### config.mk
export PLATFORM = sky130hd
export DESIGN_NAME = g_shl32_seq_flat
export DESIGN_NICKNAME = d
export VERILOG_FILES = /design/src/rtl/g_shl32_seq_if.sv /design/src/rtl/g_shl32_seq.sv /design/src/flat_wrapper.sv
export SDC_FILE = /design/constraint.sdc
export NUM_CORES = 1
export LEC_CHECK = 0
export CAP_MARGIN = 25
export CORE_UTILIZATION = 55
export DETAILED_ROUTE_END_ITERATION = 8
export DONT_BUFFER_PORTS = 1
export PLACE_DENSITY_LB_ADDON = 0.12
export SLEW_MARGIN = 30
export SYNTH_ARGS = -nofsm -noshare
export SYNTH_HDL_FRONTEND = slang
export SYNTH_SLANG_ARGS = --single-unit
### constraint.sdc
create_clock -name clk -period 2.4 [get_ports clk]
set_input_delay 0.36 -clock clk [delete_from_list [all_inputs] [get_ports clk]]
set_output_delay 0.36 -clock clk [all_outputs]
set_load 0.01 [all_outputs]
### src/rtl/g_shl32_seq_if.sv
// Handshake/data bundle for the iterative 32-bit left shifter.
// master drives requests and operands; slave (the shifter) returns result and status.
interface g_shl32_seq_if;
  logic        Start;
  logic [31:0] In;
  logic [4:0]  Sa;
  logic        Rot;
  logic [31:0] Out;
  logic        Carry;
  logic        Busy;
  logic        Done;

  modport master (
    output Start, In, Sa, Rot,
    input  Out, Carry, Busy, Done
  );

  modport slave (
    input  Start, In, Sa, Rot,
    output Out, Carry, Busy, Done
  );
endinterface

### src/rtl/g_shl32_seq.sv
// Iterative 32-bit left shifter: two bit positions per cycle, one on an odd remainder.
// Optional rotate-left support is compiled in with G_SHL32_ROTATE_EN.
module g_shl32_seq (
  input  logic          clk,
  input  logic          rst_n,
  g_shl32_seq_if.slave  bus
);

  typedef enum logic [1:0] {
    ST_IDLE  = 2'd0,
    ST_SHIFT = 2'd1,
    ST_DONE  = 2'd2
  } state_t;

  state_t      state_q;
  logic [31:0] out_q;
  logic        carry_q;
  logic [4:0]  rem_q;
  logic        busy_q;
  logic        done_q;

  logic [31:0] out_d;
  logic        carry_d;
  logic [4:0]  rem_d;
  logic [1:0]  fill2;
  logic        fill1;

`ifdef G_SHL32_ROTATE_EN
  logic rot_q;

  always_ff @(posedge clk or negedge rst_n) begin
    if (!rst_n) begin
      rot_q <= 1'b0;
    end else if ((state_q != ST_SHIFT) && bus.Start) begin
      rot_q <= bus.Rot;
    end
  end

  // Bits leaving the MSB end re-enter at the LSB end.
  assign fill2 = rot_q ? out_q[31:30] : 2'b00;
  assign fill1 = rot_q ? out_q[31]    : 1'b0;
`else
  assign fill2 = 2'b00;
  assign fill1 = 1'b0;
`endif

  // One shift step; carry is always the last bit pushed past bit 31.
  always_comb begin
    out_d   = out_q;
    carry_d = carry_q;
    rem_d   = rem_q;
    if (rem_q >= 5'd2) begin
      out_d   = {out_q[29:0], fill2};
      carry_d = out_q[30];
      rem_d   = rem_q - 5'd2;
    end else if (rem_q == 5'd1) begin
      out_d   = {out_q[30:0], fill1};
      carry_d = out_q[31];
      rem_d   = 5'd0;
    end
  end

  always_ff @(posedge clk or negedge rst_n) begin
    if (!rst_n) begin
      state_q <= ST_IDLE;
      out_q   <= 32'h0;
      carry_q <= 1'b0;
      rem_q   <= 5'd0;
      busy_q  <= 1'b0;
      done_q  <= 1'b0;
    end else begin
      case (state_q)
        ST_SHIFT: begin
          out_q   <= out_d;
          carry_q <= carry_d;
          rem_q   <= rem_d;
          if (rem_d == 5'd0) begin
            state_q <= ST_DONE;
            busy_q  <= 1'b0;
            done_q  <= 1'b1;
          end
        end
        default: begin
          // IDLE and DONE both accept a new request.
          state_q <= ST_IDLE;
          busy_q  <= 1'b0;
          done_q  <= 1'b0;
          if (bus.Start) begin
            out_q   <= bus.In;
            rem_q   <= bus.Sa;
            carry_q <= 1'b0;
            if (bus.Sa != 5'd0) begin
              state_q <= ST_SHIFT;
              busy_q  <= 1'b1;
            end else begin
              state_q <= ST_DONE;
              done_q  <= 1'b1;
            end
          end
        end
      endcase
    end
  end

  assign bus.Out   = out_q;
  assign bus.Carry = carry_q;
  assign bus.Busy  = busy_q;
  assign bus.Done  = done_q;

endmodule

### src/flat_wrapper.sv
// flat-port wrapper written by rule: the top's interface ports become plain ports
module g_shl32_seq_flat 
  (clk, rst_n, bus_Start, bus_In, bus_Sa, bus_Rot, bus_Out, bus_Carry, bus_Busy, bus_Done);
  g_shl32_seq_if bus_i ();
  input  logic clk;
  input  logic rst_n;
  input wire logic [$bits(bus_i.Start)-1:0] bus_Start;
  input wire logic [$bits(bus_i.In)-1:0] bus_In;
  input wire logic [$bits(bus_i.Sa)-1:0] bus_Sa;
  input wire logic [$bits(bus_i.Rot)-1:0] bus_Rot;
  output wire logic [$bits(bus_i.Out)-1:0] bus_Out;
  output wire logic [$bits(bus_i.Carry)-1:0] bus_Carry;
  output wire logic [$bits(bus_i.Busy)-1:0] bus_Busy;
  output wire logic [$bits(bus_i.Done)-1:0] bus_Done;
  assign bus_i.Start = bus_Start;
  assign bus_i.In = bus_In;
  assign bus_i.Sa = bus_Sa;
  assign bus_i.Rot = bus_Rot;
  assign bus_Out = bus_i.Out;
  assign bus_Carry = bus_i.Carry;
  assign bus_Busy = bus_i.Busy;
  assign bus_Done = bus_i.Done;
  g_shl32_seq u_core (.clk(clk), .rst_n(rst_n), .bus(bus_i));
endmodule
# Word-level counts from Yosys, hierarchy flattened
# Cells that the tools add are included.
[op_classes]
addsub = 1
n_mux = 24
n_eq_ne = 4
reduce_logical = 4
order_cmp = 1
[ops]
columns = ["op", "count"]
rows = [
  ["$mux W32", 4],
  ["$mux W5", 4],
  ["$mux W1", 12],
  ["$mux W2", 4],
  ["$eq A5 B1 Y1 const B", 1],
  ["$ge A5 B2 Y1 const B", 1],
  ["$logic_not A5 Y1", 1],
  ["$reduce_bool A5 Y1", 1],
  ["$sub A5 B2 Y5 const B", 1],
  ["$ne A3 B1 Y1 const B", 1],
  ["$eq A2 B1 Y1 const B", 1],
  ["$ne A2 B1 Y1 const B", 1],
  ["$reduce_and A2 Y1", 1],
  ["$reduce_bool A2 Y1", 1],
]
[word_totals]
wordCells = 40
inputBits = 41
output_inout_bits = 35
reg_bits = 42

# Depth between registers and ports, before layout
[depth]
depth_word = 6
depth_mapped = 8
depth_no_buf = 6

# Worst setup path before layout
# OpenSTA, ideal clock, no wires.
[synth_path]
path_kind = "register to register"
start = "register u_core.rem_q[1]"
end = "register u_core.out_q[2] (netlist: u_core.bus.Out[2])"
period_less_slack_ps = 1885
slack_ps = 515
path_buffers = 2
stages_incl_launch_ff = 9
setup_time_ps = 126
arrival_time_ps = 1759
t_required_ps = 2274
path_cell_list = "dfrtp_1 inv_1 ha_1 nor3b_2 and2_1 buf_6 buf_2 o21ai_0 a221o_1"
[synth_between]
elab_chain_cells = 3
elab_cells_between_ends = 6
classes_between = "order compare (1); eq/ne (2); mux (2); reduce/logical (1)"
[synth_lines]
columns = ["item", "line", "rtl"]
rows = [
  ["start, declared", "g_shl32_seq.sv:18", "logic [4:0] rem_q;"],
  ["start signal, assigned", "g_shl32_seq.sv:76", "rem_q <= rem_d;"],
  ["start signal, assigned", "g_shl32_seq.sv:90", "rem_q <= bus.Sa;"],
  ["$ge A5 B2 Y1 or $eq A5 B1 Y1 (tied branches)", "g_shl32_seq.sv:52, g_shl32_seq.sv:56", ""],
  ["$ne A3 B1 Y1 (no line) or $mux W32 (tied branches)", "--", ""],
  ["$reduce_and A2 Y1 (no line) or $mux W32 (tied branches)", "--", ""],
  ["end signal, assigned", "g_shl32_seq.sv:74", "out_q <= out_d;"],
  ["end signal, assigned", "g_shl32_seq.sv:89", "out_q <= bus.In;"],
  ["end, declared", "g_shl32_seq.sv:16", "logic [31:0] out_q;"],
]
# Several ways; a longest one is shown, not always the timed one.
# A chain may end at the register's enable or synchronous reset.

# Worst setup path after layout
[layout_path]
start = "register u_core.rem_q[1]"
end = "register u_core.out_q[15] (netlist: u_core.bus.Out[15])"
# The elaborated chain is that of the path after synthesis.

==> results.md <==
- Hold/Removal Path Class: primary input to flop
- Die H: 66.7 um
- Minimum clock period after layout: about 2.2 ns
- Clk sinks: 40
- Required @ worst endpoint: 2.61 ns
- Initial antenna violation count: 0
- Row Count: 23
- Combinational power share: 42.3%
- Filler cell count in the final layout: 375
- Clk root buf: clkbuf_8
- Net Count, Synth: 312
- Most common cell after layout, fill and taps aside: dfrtp_1
- Most frequent cells in the layout: dfrtp_1 (40), o21ai_0 (36), nor2_1 (27)
- Pleak: about 1.1 nW
- Sw Pwr: 1.56 mW
- Worst hold slack: roughly 0.2 ns
- Clock-pin slew on the worst setup and hold paths: 0.08 ns
- Critical path class: flop to flop
- Proportion of layout cells with a drive suffix above 1: 8.33%
- CTS Buf Count: 5
- Synth Area per Inst: 8.53 um2
- Full die area: 4450 um2
- Peak Freq: 461 MHz
- Synth Register Bits: 40
- TritonCTS clock tree: yes
- Unique cell type count in the Yosys netlist: 41
- Post-CTS Resized: 0
- PD cells: 1420 nW/um2
- Final Hold Fails: 0
- Tot GR Track Use: a little over a quarter
- Worst-Margin Slew: roughly 0.53 ns
- IO Count: 76
- Rel. slew slack: 64.6%
- Critical-path top delay cell: dfrtp_1
- Detailed-route DRC error count: 0
- Via count: 2049
- Final setup fails: 0
- DR vias/cell: 6.53
- CTS Buffer Depth: 2
- Grt ovf: 0
- Postcts setup bufs: 0
- RSZ-0062 raised after global routing: no
- Critical Path Max Stage Delay: 0.45 ns
- Largest net degree at the start of global routing: 41
- CP Buf/Inv Count: 2
- Outcome: completed
- H-Tree Depth: 2
- Count of input and output buffers: 0
- Starting Density: 57.6%
- Nets: 305
- CP delay by family, top: simple AND/OR/NAND/NOR gates
- Sequential area share after synthesis: a little over two fifths
- Vias in the first global route: between 1500 and 2000
- Maximum VDD drop: 0.000819 V
- Routed WL: 5530 um
- Hold-fix buffers, CTS: 2
- Wire per inst: ~18 um
- Post-DP HPWL: about 3600 um
- Skew final: 0.00343 ns
- Gpl congestion: approximately 0.86
- Switching Fraction: ~44%
- Yosys Warn Count: 0
- Worst-path fanout max: 12
- # diodes: 0
- Int Pwr: 1.97 mW
- DRT Pass-1 Iters: 4
- CP arrival: 2.38 ns
- CP startpoint kind: flop
- DR iter-0 viols: 147
- Worst-path cell chain: inv_1 > ha_1 > nor3b_2 > and2_1 > a31oi_2 > buf_4 > o21ai_0
- Mapped Cells: 270
- Mapped cell area: ~2300 um2
- Antenna Violating Nets Remaining: 0
- TNS Setup: 0 ns
- Worst Setup End Kind: flop
- First-pass GRT wire length: 8680 um
- Fin crit share: 90.4%
- Die width: 66.7 um
- Skew-Pair Late Insertion Delay: 0.29 ns
- Clock power share: 17.1%
- Final count of pins violating max slew: 0
- Sequential share of power: 40.6%
- Core ar.: 4000 um2
- Max_cap viols: 0
- Area Overhead vs Synth: 8.31%
## area by class of cell
type	count	area, um2	share of cell area (%)
repair buffers	10	103	4.11
inverters	24	90.1	3.61
well taps	50	62.6	2.51
clock buffers	7	96.3	3.86
clock inverters	1	30.0	1.20
multi-input cells	182	1110	44.6
flip-flops and latches	40	1000	40.1
## metal layers
metal	routed length, um	vias up	GRT usage, %
li1	-	967	-
met1	2450	1020	34.8
met2	2730	58	40.5
met3	297	4	8.22
met4	55	0	10.4
met5	0	-	0
## sequential cells by signal, summed over array words and instances (netlist names)
signal / count
u_core.rem_q: 5
u_core.state_q: 1
u_core.bus.Out: 32
u_core.bus.Carry: 1
u_core.bus.Busy: 1
## cells in the mapped netlist, drive strengths merged
| master | n | area [um2] |
|---|---|---|
| nand3 | 13 | 65.1 |
| nor3b | 2 | 20.0 |
| ha | 1 | 12.5 |
| nor2 | 27 | 101 |
| clkbuf | 20 | 76.3 |
| a21o | 1 | 7.51 |
| nand2b | 2 | 12.5 |
| and3 | 21 | 131 |
| a31oi | 3 | 18.8 |
| nor4bb | 1 | 10.0 |
| o2bb2ai | 1 | 8.76 |
| and4 | 2 | 17.5 |
| or3b | 1 | 8.76 |
| mux2 | 1 | 11.3 |
| nor3 | 2 | 10.0 |
| o21ai | 36 | 180 |
| nand2 | 18 | 67.6 |
| inv | 24 | 90.1 |
| nor2b | 3 | 18.8 |
| a21oi | 3 | 15.0 |
| a21boi | 1 | 7.51 |
| nor4b | 1 | 8.76 |
| a211o | 1 | 8.76 |
| a32oi | 1 | 8.76 |
| a31o | 1 | 8.76 |
| buf | 4 | 32.5 |
| o211ai | 3 | 22.5 |
| or2 | 1 | 6.26 |
| a32o | 1 | 10.0 |
| and2 | 1 | 6.26 |
| a221oi | 19 | 166 |
| o311ai | 1 | 8.76 |
| mux2i | 1 | 10.0 |
| or4 | 1 | 7.51 |
| a221o | 9 | 90.1 |
| o31a | 1 | 8.76 |
| dfrtp | 40 | 1000 |
| o31ai | 1 | 7.51 |
## worst paths after layout
kind	start	to	slack, ns	cells after the start
setup / recovery	u_core.rem_q[1]	u_core.bus.Out[15]	0.23	7
hold / removal	bus_Sa[0]	u_core.rem_q[0]	0.20	2
setup reg to reg	u_core.rem_q[1]	u_core.bus.Out[15]	0.23	7
min in group asynchronous	rst_n	u_core.bus.Out[20]	0.52	2
max in group asynchronous	rst_n	u_core.bus.Out[4]	1.67	2
hold reg to reg	u_core.bus.Carry	u_core.bus.Carry	0.58	1
## stage by stage
step           cells  instance area (um2)  total power [mW]  util, %  worst slack, ns
4_1_cts          314                 2490              3.54     62.4            0.235
3_5_place_dp     304                 2340              2.91     58.5            0.258
2_1_floorplan    270                 2300              2.56        -            0.515
3_3_place_gp     304                 2340              2.88     58.5            0.267
6_report         314                 2490              3.53     62.4            0.230
5_1_grt          314                 2490              3.84     62.4           0.0452
## logic make-up (layout without fill, tap and decap cells)
family,after synthesis,in the layout,share of synthesized area (%)
AND/OR/NAND/NOR,96,96,21.3
AO/OA/AOI/OAI,83,83,25.1
buffers and inverters,48,42,8.64
flip-flops,40,40,43.5
multiplexers,2,2,0.923
adder cells (fa/ha/maj),1,1,0.543
## power by group through the flow
stage	logic, mW	registers [mW]	clock network, mW
after CTS	1.50	1.43	0.610
after floorplan	1.23	1.33	0
after global placement	1.45	1.43	0
final	1.50	1.43	0.604
after detailed placement	1.47	1.44	0
after global routing	1.71	1.48	0.646
Note: power is estimated with default switching activity, not from simulation.
==> variant 1, RTL diff (config.mk and constraints unchanged) <==
The option `G_SHL32_ROTATE_EN` is turned on by a define.
--- a/src/rtl/g_shl32_seq.sv
+++ b/src/rtl/g_shl32_seq.sv
@@ -1,5 +1,7 @@
 // Iterative 32-bit left shifter: two bit positions per cycle, one on an odd remainder.
 // Optional rotate-left support is compiled in with G_SHL32_ROTATE_EN.
+`define G_SHL32_ROTATE_EN
+
 module g_shl32_seq (
   input  logic          clk,
   input  logic          rst_n,
Behaviour: not the same (Yosys sat finds a counterexample within 4 cycles, from zero or initial values and one cycle with rst_n low).
==> variant 1 against the original RTL <==
Worst hold slack lost 3.1 ps; total power grew 23%; setup slack gained 35 ps; sequential cell count grew 1; critical path depth is the same; routed wire length grew 10%; area after synthesis grew 11%; first-iteration DRC count grew 52%; synthesized cell count grew 4.8%; cell area grew 12%; sequential power grew 8%; critical endpoint is now u_core.bus.Out[30]; largest cell class unchanged.
==> variant 1: results (changes against the original RTL) <==
status finished clean (unchanged); slowest stage delay, CP 480 ps (was 450 ps); initial antenna violation count 0 (unchanged); Place WS 276.4 ps (was 258.0 ps); Antenna diodes 0 (unchanged); top_reg_cell synth dfrtp_1 (unchanged); fillers 395 (was 375); largest net degree at the start of global routing 67 (was 41); Worst path slowest cell or3b_1 (was dfrtp_1); share of layout cells above drive strength 1 10.95% (was 8.333%); f_max 468.4 MHz (was 460.8 MHz); CP max FO 15 (was 12); CP arrival 2330 ps (was 2380 ps); Iter 0 DRT Violations 223 (was 147); Largest delay share family, worst path simple AND/OR/NAND/NOR gates (unchanged); Hold WC Path Type in2reg (unchanged); Final nets 324 (was 305); vias 2,166 (was 2,049); syn_nets 325 (was 312); root buf cell clkbuf_8 (unchanged); R2R Setup Slk 260 ps (was 230 ps); commonest cells in the netlist dfrtp_1, nor2_1, o21ai_0, nand2b_1, o31ai_1 (was dfrtp_1, o21ai_0, nor2_1, inv_1, and3_1); Area contributors post-synth dfrtp_1, mux2i_1, o31ai_1 (was dfrtp_1, o21ai_0, a221oi_1); post-DP HPWL 4.192 mm (was 3.599 mm); worst-margin pin slew 641.9 ps (was 528.7 ps); setup bufs post-CTS 0 (unchanged); CTS Buffer Depth 2 (unchanged); leak pwr 1.278 nW (was 1.116 nW); Post-synth ARST share 100.0% (unchanged); first-pass GRT wire length 10.12 mm (was 8.680 mm); Reg clk slew, reported paths 80 ps (about the same); Wirelength per Cell 18.22 um (was 17.61 um); Seq/Total Area, Yosys 40.04% (was 43.45%); All-Layer GR Usage 25.83% (was 26.54%); synth unique cells 40 (was 41); Clock Skews 6.386 ps (was 3.425 ps); vias in the first global route 2,080 (was 1,819); gpl congestion 0.9348 (was 0.8635); Hold WS 195.5 ps (was 198.5 ps); Worst VDD drop 0.0007160 V (was 0.0008186 V)
==> variant 1: cell types whose count changed after synthesis, moves of 19 or more <==
cell	delta
nand2b_1	+28
mux2i_1	+26
inv_1	-19
a221oi_1	-19
o31ai_1	+29
and3_1	-21
==> variant 1: worst reg2reg max path, stage by stage, from the launching register on <==
cell and delay (ps):
dfrtp_1 380, inv_1 90, ha_1 180, or3b_1 480, nor4_4 340, buf_4 250, nor2_1 60, a32o_2 250
==> variant 1: cell families (layout without fill, tap and decap cells) <==
logic type / count (synthesis) / after routing / share of synthesized area (%)
compound gates: 90 / 90 / 22.80
fa+ha+maj: 1 / 1 / 0.4882
buf+inv: 28 / 28 / 5.420
flops: 41 / 41 / 40.04
mux: 28 / 28 / 10.99
simple gates: 95 / 95 / 20.26
==> variant 1: worst paths after layout <==
check	from	to	cells after the start
setup / recovery	u_core.rem_q[1]	u_core.bus.Out[30]	7
hold / removal	bus_Sa[0]	u_core.rem_q[0]	1
setup reg to reg	u_core.rem_q[1]	u_core.bus.Out[30]	7
hold reg to reg	u_core.rot_q	u_core.rot_q	1
max in group asynchronous	rst_n	u_core.bus.Out[11]	2
min in group asynchronous	rst_n	u_core.bus.Out[5]	2
==> variant 1: area by class of cell <==
type	instances	area [um^2]	area share (%)
multi-input cells	214	1408	50.45
flip-flops and latches	41	1026	36.77
repair buffers	15	152.6	5.471
clock buffers	6	82.58	2.960
well taps	52	65.06	2.332
clock inverters	2	37.54	1.345
inverters	5	18.77	0.6726
==> variant 1: per-stage QoR <==
stage,instances,instance area [um^2],total power [W]
6_report,335,2790,0.004342
5_1_grt,335,2790,0.004700
3_5_place_dp,325,2640,0.003753
4_1_cts,335,2790,0.004374
3_3_place_gp,325,2640,0.003695
2_1_floorplan,283,2562,0.003223
==> variant 1: metal layers <==
layer  vias up  part of all wire (%)  global-route usage (%)
li1       1026                     -                       -
met1      1037                    46                   35.70
met2        87                    46                   38.41
met3        16                   5.8                   7.215
met4         0                   2.7                   9.778
met5         -                     0                       0
==> variant 1: report_power, final <==
| part | switching, W | internal, W |
|---|---|---|
| Sequential | 0.000477 | 0.00107 |
| Clock | 0.000253 | 0.000338 |
| Combinational | 0.00120 | 0.00101 |
| Total | 0.00193 | 0.00241 |
==> variant 2, RTL diff (config.mk and constraints unchanged) <==
Without the edit above. The 3 states of `state_t` get a one-hot encoding in 3 bits.
--- a/src/rtl/g_shl32_seq.sv
+++ b/src/rtl/g_shl32_seq.sv
@@ -6,10 +6,10 @@
   g_shl32_seq_if.slave  bus
 );
 
-  typedef enum logic [1:0] {
-    ST_IDLE  = 2'd0,
-    ST_SHIFT = 2'd1,
-    ST_DONE  = 2'd2
+  typedef enum logic [2:0] {
+    ST_IDLE  = 3'b001,
+    ST_SHIFT = 3'b010,
+    ST_DONE  = 3'b100
   } state_t;
 
   state_t      state_q;
Check against the original RTL: no difference found for any inputs over 10 cycles, from zero or initial values and one cycle with rst_n low; not proved beyond that.
==> variant 2 against the original RTL <==
Sequential share of layout area shrank 1.3 points; cell count shrank 5.1%; setup slack got worse by 10 ps; synthesized cell count shrank 7.0%; cell area is 6.1% higher; area after synthesis grew 7.9%; critical path type unchanged; total power is 5.9% higher; via count grew 1.6%; count of clock-buffer cells in the layout shrank 2; die area increased by 7.7%; sequential cell count rose by 1; maximum frequency fell by 0.48%; routed wire length increased by 7.2%; critical endpoint is now u_core.bus.Out[25].
==> variant 2: results (changes against the original RTL) <==
Wirelength per Cell 19.89 um (was 17.61 um); Worst VDD drop 0.0007163 V (was 0.0008186 V); WL met3 420 um (was 297 um); pwr dens 1412 nW/um^2 (was 1415 nW/um^2); multiplexer share of the synthesized area 12.93% (was 0.9234%); post-synthesis adder-cell area fraction 0.5033% (was 0.5432%); Flop pwr share 45.1% (was 40.6%); Iter 0 DRT Violations 227 (was 147); vias 2,082 (was 2,049); largest net degree at the start of global routing 42 (was 41); fillers 360 (was 375); gpl congestion 0.8782 (was 0.8635); leak pwr 1.134 nW (was 1.116 nW); CP max FO 31 (was 12); slowest stage delay, CP 470 ps (was 450 ps); Psw 0.001673 W (was 0.001558 W); Hold WS 155.7 ps (was 198.5 ps); status finished clean (unchanged); vias in the first global route 2,013 (was 1,819); Pwr Total 0.003738 W (was 0.003531 W); Area contributors post-synth dfrtp_1, mux2i_1, a221o_1 (was dfrtp_1, o21ai_0, a221oi_1); Clock Skews 13.20 ps (was 3.425 ps); Synth Area per Inst 9.905 um^2 (was 8.531 um^2); Placed Cells 288 (was 304); M1 wire length 2.629 mm (was 2.445 mm); Synth Area in Compound Gates 25.16% (was 25.10%); CP arrival 2420 ps (was 2380 ps); first-pass GRT wire length 10.07 mm (was 8.680 mm); HP Start bus_In[0] (was bus_Sa[0])
[variant 2: worst paths after layout]
check                                     end  depth (start not counted)
min in group asynchronous   u_core.bus.Out[1]                          2
hold reg to reg             u_core.bus.Out[0]                          2
max in group asynchronous   u_core.state_q[0]                          2
setup / recovery           u_core.bus.Out[25]                          7
setup reg to reg           u_core.bus.Out[25]                          7
hold / removal              u_core.bus.Out[0]                          2
[variant 2: area by class of cell]
class                   count  share of cell area [%]
clock buffers               5                   2.599
inverters                   2                  0.2836
multi-input cells         186                   50.61
flip-flops and latches     41                   38.80
clock inverters             3                   1.654
repair buffers              9                   3.592
well taps                  52                   2.457
[variant 2: routing by layer]
layer | GRT usage, % | vias up
li1 | - | 960
met1 | 34.99 | 1027
met2 | 39.70 | 88
met3 | 8.285 | 7
met4 | 6.349 | 0
met5 | 0 | -
